===== src/rtl/hdmi_pkg.sv =====
// Shared HDMI video-period definitions: sequencer state encoding, guard-band
// characters and video preamble control pattern used by the encoder output mux.
package hdmi_pkg;

    typedef enum logic [1:0] {
        ST_CTRL,
        ST_PREAMBLE,
        ST_GUARD,
        ST_VIDEO
    } period_state_t;

    localparam logic [9:0] GB_CODE_CH0 = 10'b1011001100;
    localparam logic [9:0] GB_CODE_CH1 = 10'b0100110011;
    localparam logic [9:0] GB_CODE_CH2 = 10'b1011001100;

    // {CTL3, CTL2, CTL1, CTL0} during a video preamble
    localparam logic [3:0] PREAMBLE_VIDEO = 4'b0001;

    localparam int unsigned DEF_PRE_LEN = 8;
    localparam int unsigned DEF_GB_LEN  = 2;

    typedef struct packed {
        logic        de;
        logic        vs;
        logic        hs;
        logic [23:0] pix;
    } timing_t;

endpackage


===== src/rtl/hdmi_period_sequencer_if.sv =====
// Timing-in / encoder-control-out bundle between the timing generator,
// the period sequencer and the TMDS encoders.
interface hdmi_period_sequencer_if;

    logic        DE_IN;
    logic        HSYNC_IN;
    logic        VSYNC_IN;
    logic [23:0] PIX_IN;
    logic [23:0] PIX_OUT;
    logic        VDE_OUT;
    logic [1:0]  CH0_CTRL;
    logic [1:0]  CH1_CTRL;
    logic [1:0]  CH2_CTRL;
    logic        GUARD;
    logic        SHORT_CTRL;

    modport master (
        output DE_IN, HSYNC_IN, VSYNC_IN, PIX_IN,
        input  PIX_OUT, VDE_OUT, CH0_CTRL, CH1_CTRL, CH2_CTRL, GUARD, SHORT_CTRL
    );

    modport slave (
        input  DE_IN, HSYNC_IN, VSYNC_IN, PIX_IN,
        output PIX_OUT, VDE_OUT, CH0_CTRL, CH1_CTRL, CH2_CTRL, GUARD, SHORT_CTRL
    );

endinterface


===== src/rtl/hdmi_timing_delay.sv =====
// Fixed-depth shift line for {DE, VS, HS, pixel}; cleared synchronously so
// in-flight characters are dropped on reset.
module hdmi_timing_delay
    import hdmi_pkg::*;
#(
    parameter int unsigned DEPTH = 10
) (
    input  logic    PIXCLK,
    input  logic    RESET,
    input  timing_t din,
    output timing_t dout
);

    timing_t line [DEPTH];

    always_ff @(posedge PIXCLK) begin
        if (RESET) begin
            for (int unsigned i = 0; i < DEPTH; i++) begin
                line[i] <= '0;
            end
        end else begin
            line[0] <= din;
            for (int unsigned i = 1; i < DEPTH; i++) begin
                line[i] <= line[i-1];
            end
        end
    end

    assign dout = line[DEPTH-1];

endmodule


===== src/rtl/hdmi_period_sequencer.sv =====
// HDMI video period sequencer: delays raw timing by LOOKAHEAD characters and
// inserts preamble + leading guard band ahead of each qualified video period.
module hdmi_period_sequencer
    import hdmi_pkg::*;
#(
    parameter int unsigned LOOKAHEAD = 10,
    parameter int unsigned PRE_LEN   = DEF_PRE_LEN,
    parameter int unsigned GB_LEN    = DEF_GB_LEN,
    parameter int unsigned MIN_CTRL  = 12,
    parameter bit          DVI_MODE  = 1'b0
) (
    input  logic                    PIXCLK,
    input  logic                    RESET,
    hdmi_period_sequencer_if.slave  bus
);

    localparam int unsigned CCW = $clog2(MIN_CTRL + 1);

    timing_t tin;
    timing_t tout;

    assign tin = '{de: bus.DE_IN, vs: bus.VSYNC_IN, hs: bus.HSYNC_IN, pix: bus.PIX_IN};

    hdmi_timing_delay #(.DEPTH(LOOKAHEAD)) u_delay (
        .PIXCLK (PIXCLK),
        .RESET  (RESET),
        .din    (tin),
        .dout   (tout)
    );

    logic           de_prev;
    logic [CCW-1:0] ctrl_cnt;
    logic           vde_d1;
    period_state_t  state, state_nxt;
    logic [3:0]     phase_cnt, phase_nxt;
    logic           de_rise;
    logic           qualify;
    logic           pre_now;
    logic [3:0]     ctl;

    assign de_rise = bus.DE_IN & ~de_prev;
    assign qualify = de_rise && (ctrl_cnt >= CCW'(MIN_CTRL)) && !DVI_MODE;

    always_ff @(posedge PIXCLK) begin
        if (RESET) begin
            de_prev   <= 1'b0;
            ctrl_cnt  <= '0;
            vde_d1    <= 1'b0;
            state     <= ST_CTRL;
            phase_cnt <= '0;
        end else begin
            de_prev <= bus.DE_IN;
            if (bus.DE_IN) begin
                ctrl_cnt <= '0;
            end else if (ctrl_cnt < CCW'(MIN_CTRL)) begin
                ctrl_cnt <= ctrl_cnt + CCW'(1);
            end
            vde_d1    <= tout.de;
            state     <= state_nxt;
            phase_cnt <= phase_nxt;
        end
    end

    // The first preamble character coincides with the input DE rise, which is
    // exactly LOOKAHEAD characters ahead of the delayed VDE; it is emitted from
    // the CTRL state directly, and PREAMBLE then counts the remaining chars.
    always_comb begin
        state_nxt = state;
        phase_nxt = phase_cnt;
        pre_now   = 1'b0;
        case (state)
            ST_CTRL: begin
                if (qualify) begin
                    state_nxt = ST_PREAMBLE;
                    phase_nxt = 4'd1;
                    pre_now   = 1'b1;
                end else if (tout.de) begin
                    state_nxt = ST_VIDEO;
                end
            end
            ST_PREAMBLE: begin
                if (phase_cnt == 4'(PRE_LEN - 1)) begin
                    state_nxt = ST_GUARD;
                    phase_nxt = '0;
                end else begin
                    phase_nxt = phase_cnt + 4'd1;
                end
            end
            ST_GUARD: begin
                if (phase_cnt == 4'(GB_LEN - 1)) begin
                    state_nxt = ST_VIDEO;
                    phase_nxt = '0;
                end else begin
                    phase_nxt = phase_cnt + 4'd1;
                end
            end
            ST_VIDEO: begin
                if (!tout.de) begin
                    state_nxt = ST_CTRL;
                end
            end
            default: state_nxt = ST_CTRL;
        endcase
        ctl = ((state == ST_PREAMBLE) || pre_now) ? PREAMBLE_VIDEO : '0;
    end

    assign bus.PIX_OUT    = tout.pix;
    assign bus.VDE_OUT    = tout.de;
    assign bus.CH0_CTRL   = {tout.vs, tout.hs};
    assign bus.CH1_CTRL   = ctl[1:0];
    assign bus.CH2_CTRL   = ctl[3:2];
    assign bus.GUARD      = (state == ST_GUARD);
    assign bus.SHORT_CTRL = tout.de & ~vde_d1 & (state == ST_CTRL);

endmodule


===== src/flat_wrapper.sv =====
// flat-port wrapper written by rule: the top's interface ports become plain ports
module hdmi_period_sequencer_flat import hdmi_pkg::*;
#(
    parameter int unsigned LOOKAHEAD = 10,
    parameter int unsigned PRE_LEN   = DEF_PRE_LEN,
    parameter int unsigned GB_LEN    = DEF_GB_LEN,
    parameter int unsigned MIN_CTRL  = 12,
    parameter bit          DVI_MODE  = 1'b0
)
  (PIXCLK, RESET, bus_DE_IN, bus_HSYNC_IN, bus_VSYNC_IN, bus_PIX_IN, bus_PIX_OUT, bus_VDE_OUT, bus_CH0_CTRL, bus_CH1_CTRL, bus_CH2_CTRL, bus_GUARD, bus_SHORT_CTRL);
  hdmi_period_sequencer_if bus_i ();
  input  logic PIXCLK;
  input  logic RESET;
  input wire logic [$bits(bus_i.DE_IN)-1:0] bus_DE_IN;
  input wire logic [$bits(bus_i.HSYNC_IN)-1:0] bus_HSYNC_IN;
  input wire logic [$bits(bus_i.VSYNC_IN)-1:0] bus_VSYNC_IN;
  input wire logic [$bits(bus_i.PIX_IN)-1:0] bus_PIX_IN;
  output wire logic [$bits(bus_i.PIX_OUT)-1:0] bus_PIX_OUT;
  output wire logic [$bits(bus_i.VDE_OUT)-1:0] bus_VDE_OUT;
  output wire logic [$bits(bus_i.CH0_CTRL)-1:0] bus_CH0_CTRL;
  output wire logic [$bits(bus_i.CH1_CTRL)-1:0] bus_CH1_CTRL;
  output wire logic [$bits(bus_i.CH2_CTRL)-1:0] bus_CH2_CTRL;
  output wire logic [$bits(bus_i.GUARD)-1:0] bus_GUARD;
  output wire logic [$bits(bus_i.SHORT_CTRL)-1:0] bus_SHORT_CTRL;
  assign bus_i.DE_IN = bus_DE_IN;
  assign bus_i.HSYNC_IN = bus_HSYNC_IN;
  assign bus_i.VSYNC_IN = bus_VSYNC_IN;
  assign bus_i.PIX_IN = bus_PIX_IN;
  assign bus_PIX_OUT = bus_i.PIX_OUT;
  assign bus_VDE_OUT = bus_i.VDE_OUT;
  assign bus_CH0_CTRL = bus_i.CH0_CTRL;
  assign bus_CH1_CTRL = bus_i.CH1_CTRL;
  assign bus_CH2_CTRL = bus_i.CH2_CTRL;
  assign bus_GUARD = bus_i.GUARD;
  assign bus_SHORT_CTRL = bus_i.SHORT_CTRL;
  hdmi_period_sequencer #(.LOOKAHEAD(LOOKAHEAD), .PRE_LEN(PRE_LEN), .GB_LEN(GB_LEN), .MIN_CTRL(MIN_CTRL), .DVI_MODE(DVI_MODE)) u_core (.PIXCLK(PIXCLK), .RESET(RESET), .bus(bus_i));
endmodule

===== config.mk =====
export PLATFORM = sky130hd
export DESIGN_NAME = hdmi_period_sequencer_flat
export DESIGN_NICKNAME = d
export VERILOG_FILES = /design/src/rtl/hdmi_pkg.sv /design/src/rtl/hdmi_period_sequencer_if.sv /design/src/rtl/hdmi_timing_delay.sv /design/src/rtl/hdmi_period_sequencer.sv /design/src/flat_wrapper.sv
export SDC_FILE = /design/constraint.sdc
export NUM_CORES = 1
export LEC_CHECK = 0
export CAP_MARGIN = 20
export CORE_UTILIZATION = 25
export DETAILED_ROUTE_END_ITERATION = 8
export GPL_TIMING_DRIVEN = 0
export HOLD_SLACK_MARGIN = 0.06
export PLACE_DENSITY = 0.48
export SKIP_CTS_REPAIR_TIMING = 1
export SYNTH_ARGS = -nofsm -noshare
export SYNTH_HDL_FRONTEND = slang
export SYNTH_SLANG_ARGS = --single-unit

===== constraint.sdc =====
create_clock -name PIXCLK -period 2.1 [get_ports PIXCLK]
set_clock_uncertainty 0.1 [all_clocks]
set_input_delay 0.42 -clock PIXCLK [delete_from_list [all_inputs] [get_ports PIXCLK]]
set_output_delay 0.42 -clock PIXCLK [all_outputs]
set_load 0.01 [all_outputs]

==> results of run 1 <==
-- cell type report --
class,instances,area [um2],share of cell area
Inverter,4,15.01,0.001520
Multi-Input combinational cell,330,2137,0.2163
Tap cell,396,495.5,0.05016
Sequential cell,281,5633,0.5702
Clock buffer,43,827.0,0.08372
Buffer,34,138.9,0.01406
Timing Repair Buffer,59,598.1,0.06054
Clock inverter,4,33.78,0.003420
-- cells by family (layout without fill, tap and decap cells) --
group	count (synthesis)	count (layout)
and+or+nand+nor	300	300
DFF	281	281
buffers and inverters	38	144
AOI/OAI and AO/OA	16	16
adders and majority gates	9	9
other	1	3
xor gates and xnor gates	1	1
muxes	1	1
-- per-layer routing --
metal  up-vias  track usage  share of wire
met5         -            0              0
met4         0      0.02793          0.027
met3        25      0.02147          0.059
met2        94       0.1005           0.43
met1      1537      0.08514           0.48
li1       2159            -              -
-- worst max-delay path, delay by kind of cell, from the launching register on --
family                     cells  cell delay [ns]
adders and majority gates      1             0.22
buffers and inverters          2             0.28
DFF                            1             0.36
and+or+nand+nor                2             0.16
-- state kept, by name (all words and copies together) (netlist names) --
register,flops
u_core.u_delay.line,270
u_core.state,2
u_core.ctrl_cnt,4
u_core.vde_d1,1
u_core.phase_cnt,4
-- power breakdown --
| part | internal [mW] | total (mW) | switching, mW |
|---|---|---|---|
| Combinational | 0.317 | 0.706 | 0.389 |
| Clock | 2.69 | 4.55 | 1.86 |
| Sequential | 5.45 | 5.51 | 0.0589 |
| Total | 8.46 | 10.8 | 2.31 |
-- through the flow --
| stage | setup slack, ns | area, um2 | instances |
|---|---|---|---|
| 2_1_floorplan | 0.3833 | 7909 | 649 |
| 3_3_place_gp | -0.4044 | 8985 | 1103 |
| 3_5_place_dp | -0.4061 | 8985 | 1103 |
| 4_1_cts | -0.3984 | 9846 | 1150 |
| 5_1_grt | -0.01353 | 9878 | 1151 |
| 6_report | 0.04441 | 9878 | 1151 |
-- how the worst max path moves through the flow --
stage                                            start                               endpoint
final                     u_core.state[0]$_SDFFE_PP0P_                         bus_SHORT_CTRL
after CTS                 u_core.state[1]$_SDFFE_PP0P_                         bus_SHORT_CTRL
after floorplan           u_core.state[0]$_SDFFE_PP0P_           u_core.state[0]$_SDFFE_PP0P_
after detailed placement                         RESET  u_core.u_delay.line[0][14]$_SDFF_PP0_
after global placement                           RESET  u_core.u_delay.line[0][20]$_SDFF_PP0_
after global routing      u_core.state[0]$_SDFFE_PP0P_                         bus_SHORT_CTRL
-- layout by cell type, fill, tap and decap left out, types with 4 or more instances in the layout --
master	synthesis	routed
nor2b_1	272	272
clkbuf_16	0	28
ha_1	9	6
clkbuf_1	31	39
dlymetal6s2s_1	0	4
dfxtp_1	281	277
clkbuf_8	0	7
nand2_1	4	4
nor2_1	6	6
a21oi_1	4	4
buf_4	3	4
clkdlybuf4s50_1	0	54
nor3_1	4	4
==> results.yml, run 1 <==
cells_and_area:
  final_nets: 776
  fin_util: 0.3204
  antenna_cells: 0
  area_growth_pct: 25.02
  fillers: 3177
  drive_above_1_share: 0.07285
synth:
  synth-compound-area-share: 0.01394
  synth_xor_area_frac: 0.001108
  yosysWarningCount: 0
  ys.flop_type: "dfxtp_1"
  synth_edf_count: 0
  muxShareOfSynthArea: 0.001267
  synthAdderAreaFrac: 0.01425
  synthDistinctLibCells: 35
  netlist.area_leader.share: 0.7120
  synth.most_common_cell: "dfxtp_1"
  yosys.area.top_type: "dfxtp_1"
  syn_avg_cell_area_um2: 12.21
  syn_area_um2: 7901
  synth.area.top_cells: "dfxtp_1 71%, nor2b_1 22%, clkbuf_1 1.5%"
  synth_common_cells: "281 x dfxtp_1, 272 x nor2b_1, 31 x clkbuf_1"
  synthCells: 647
  seq_area_frac_synth: 0.7120
  yosys.area_share.simple: 0.2375
  ys_ff_latch: 281
  synth_top_family_by_area: "simple AND/OR/NAND/NOR gates"
  synthArstFlopShare: 0
worst_hold_path:
  holdCritPathClass: "in -> reg"
  holdCritStartpoint: "bus_DE_IN"
  hold_end: "u_core.ctrl_cnt[3]$_SDFFE_PP0P_"
  worstHoldPathCells: 2
setup_path:
  crit_path_end_kind: "output port"
  path_max_fanout: 5
  cp-start-kind: "flip-flop"
  r2r_cells: 6
  r2r_end: "u_core.phase_cnt[3]$_SDFFE_PP0P_"
  rrSetupSlack_ns: 0.28
  max_stage_delay_ns: 0.36
  crit_required_ns: 1.58
  crit_type: "reg -> out"
  slowest_stage: "dfxtp_4"
  crit_chain: "inv_1 > ha_2 > nand2_1 > nor2_1 > dlymetal6s2s_1"
  reg2reg_from: "u_core.state[0]$_SDFFE_PP0P_"
  crit_arrival_ns: 1.54
drt:
  wl_per_cell_um: 8.958
  via_per_inst: 3.315
  drt_iter0_markers: 111
  drt_wl_total_mm: 10.31
  drtAntennaViolNets: 0
  dr_total_vias: 3815
  drtPass1Iterations: 6
  drc_errors: 5
die:
  die_h_um: 179.8
  die_area_um2: 32320
  start_util: 0.2563
  die_w_um: 179.8
  fp.coreArea_um2: 30830
  boundaryPins: 62
  std_cell_rows: 64
grt:
  grt_util_all_layers: 0.06592
  grt_pass1_wl_mm: 17.52
  antenna_found_initial: 0
  gr-total-overflow: 0
  grt_pass1_vias: 3595
  grt_max_degree: 15
power_and_ir_drop:
  irDropWorstVdd_mv: 0.5643
  power.density_nw_per_um2: 1090
  power.total_mw: 10.77
  power_leakage_nw: 3.836
sta:
  tightest_slew_ns: 0.6469
  whs_ns: 0.1752
  relSlewSlack: 0.5687
  max_freq_mhz: 486.5
  min_period_ns: 2.056
  finalCritPeriodShare: 0.9789
  final-max-slew-violation-count: 0
  rsz0062_at_grt: "yes"
  finalSetupTns_ns: 0
  setup_viol: 0
  hold_viol: 0
cts:
  clk_latency_ns: 0.52
  numCtsBuffers: 28
  cts.reportedPaths.clkPinSlew_ns: 0.06
  max-clock-path-buffers: 3
  h-tree-depth: 1
  cts_tree: "built"
  clkSinkCount: 281
  clockRootBuffer: "clkbuf_16"
run_status:
  status: "finished with violations"
  violations: "DRC"
placed_design:
  dpl.hpwl_mm: 6.825
  gp_congestion: 0.6972
  port_buffers: 58
run:
  cap_violations: 0
Power figures use the tool's default switching activity.
==> run 2, diff against run 1 <==
- GPL_ROUTABILITY_DRIVEN: not set -> 0
- SLEW_MARGIN: not set -> 20
==> results of run 2 <==
No change in the layout: final DEF, timing and power equal those of run 1.
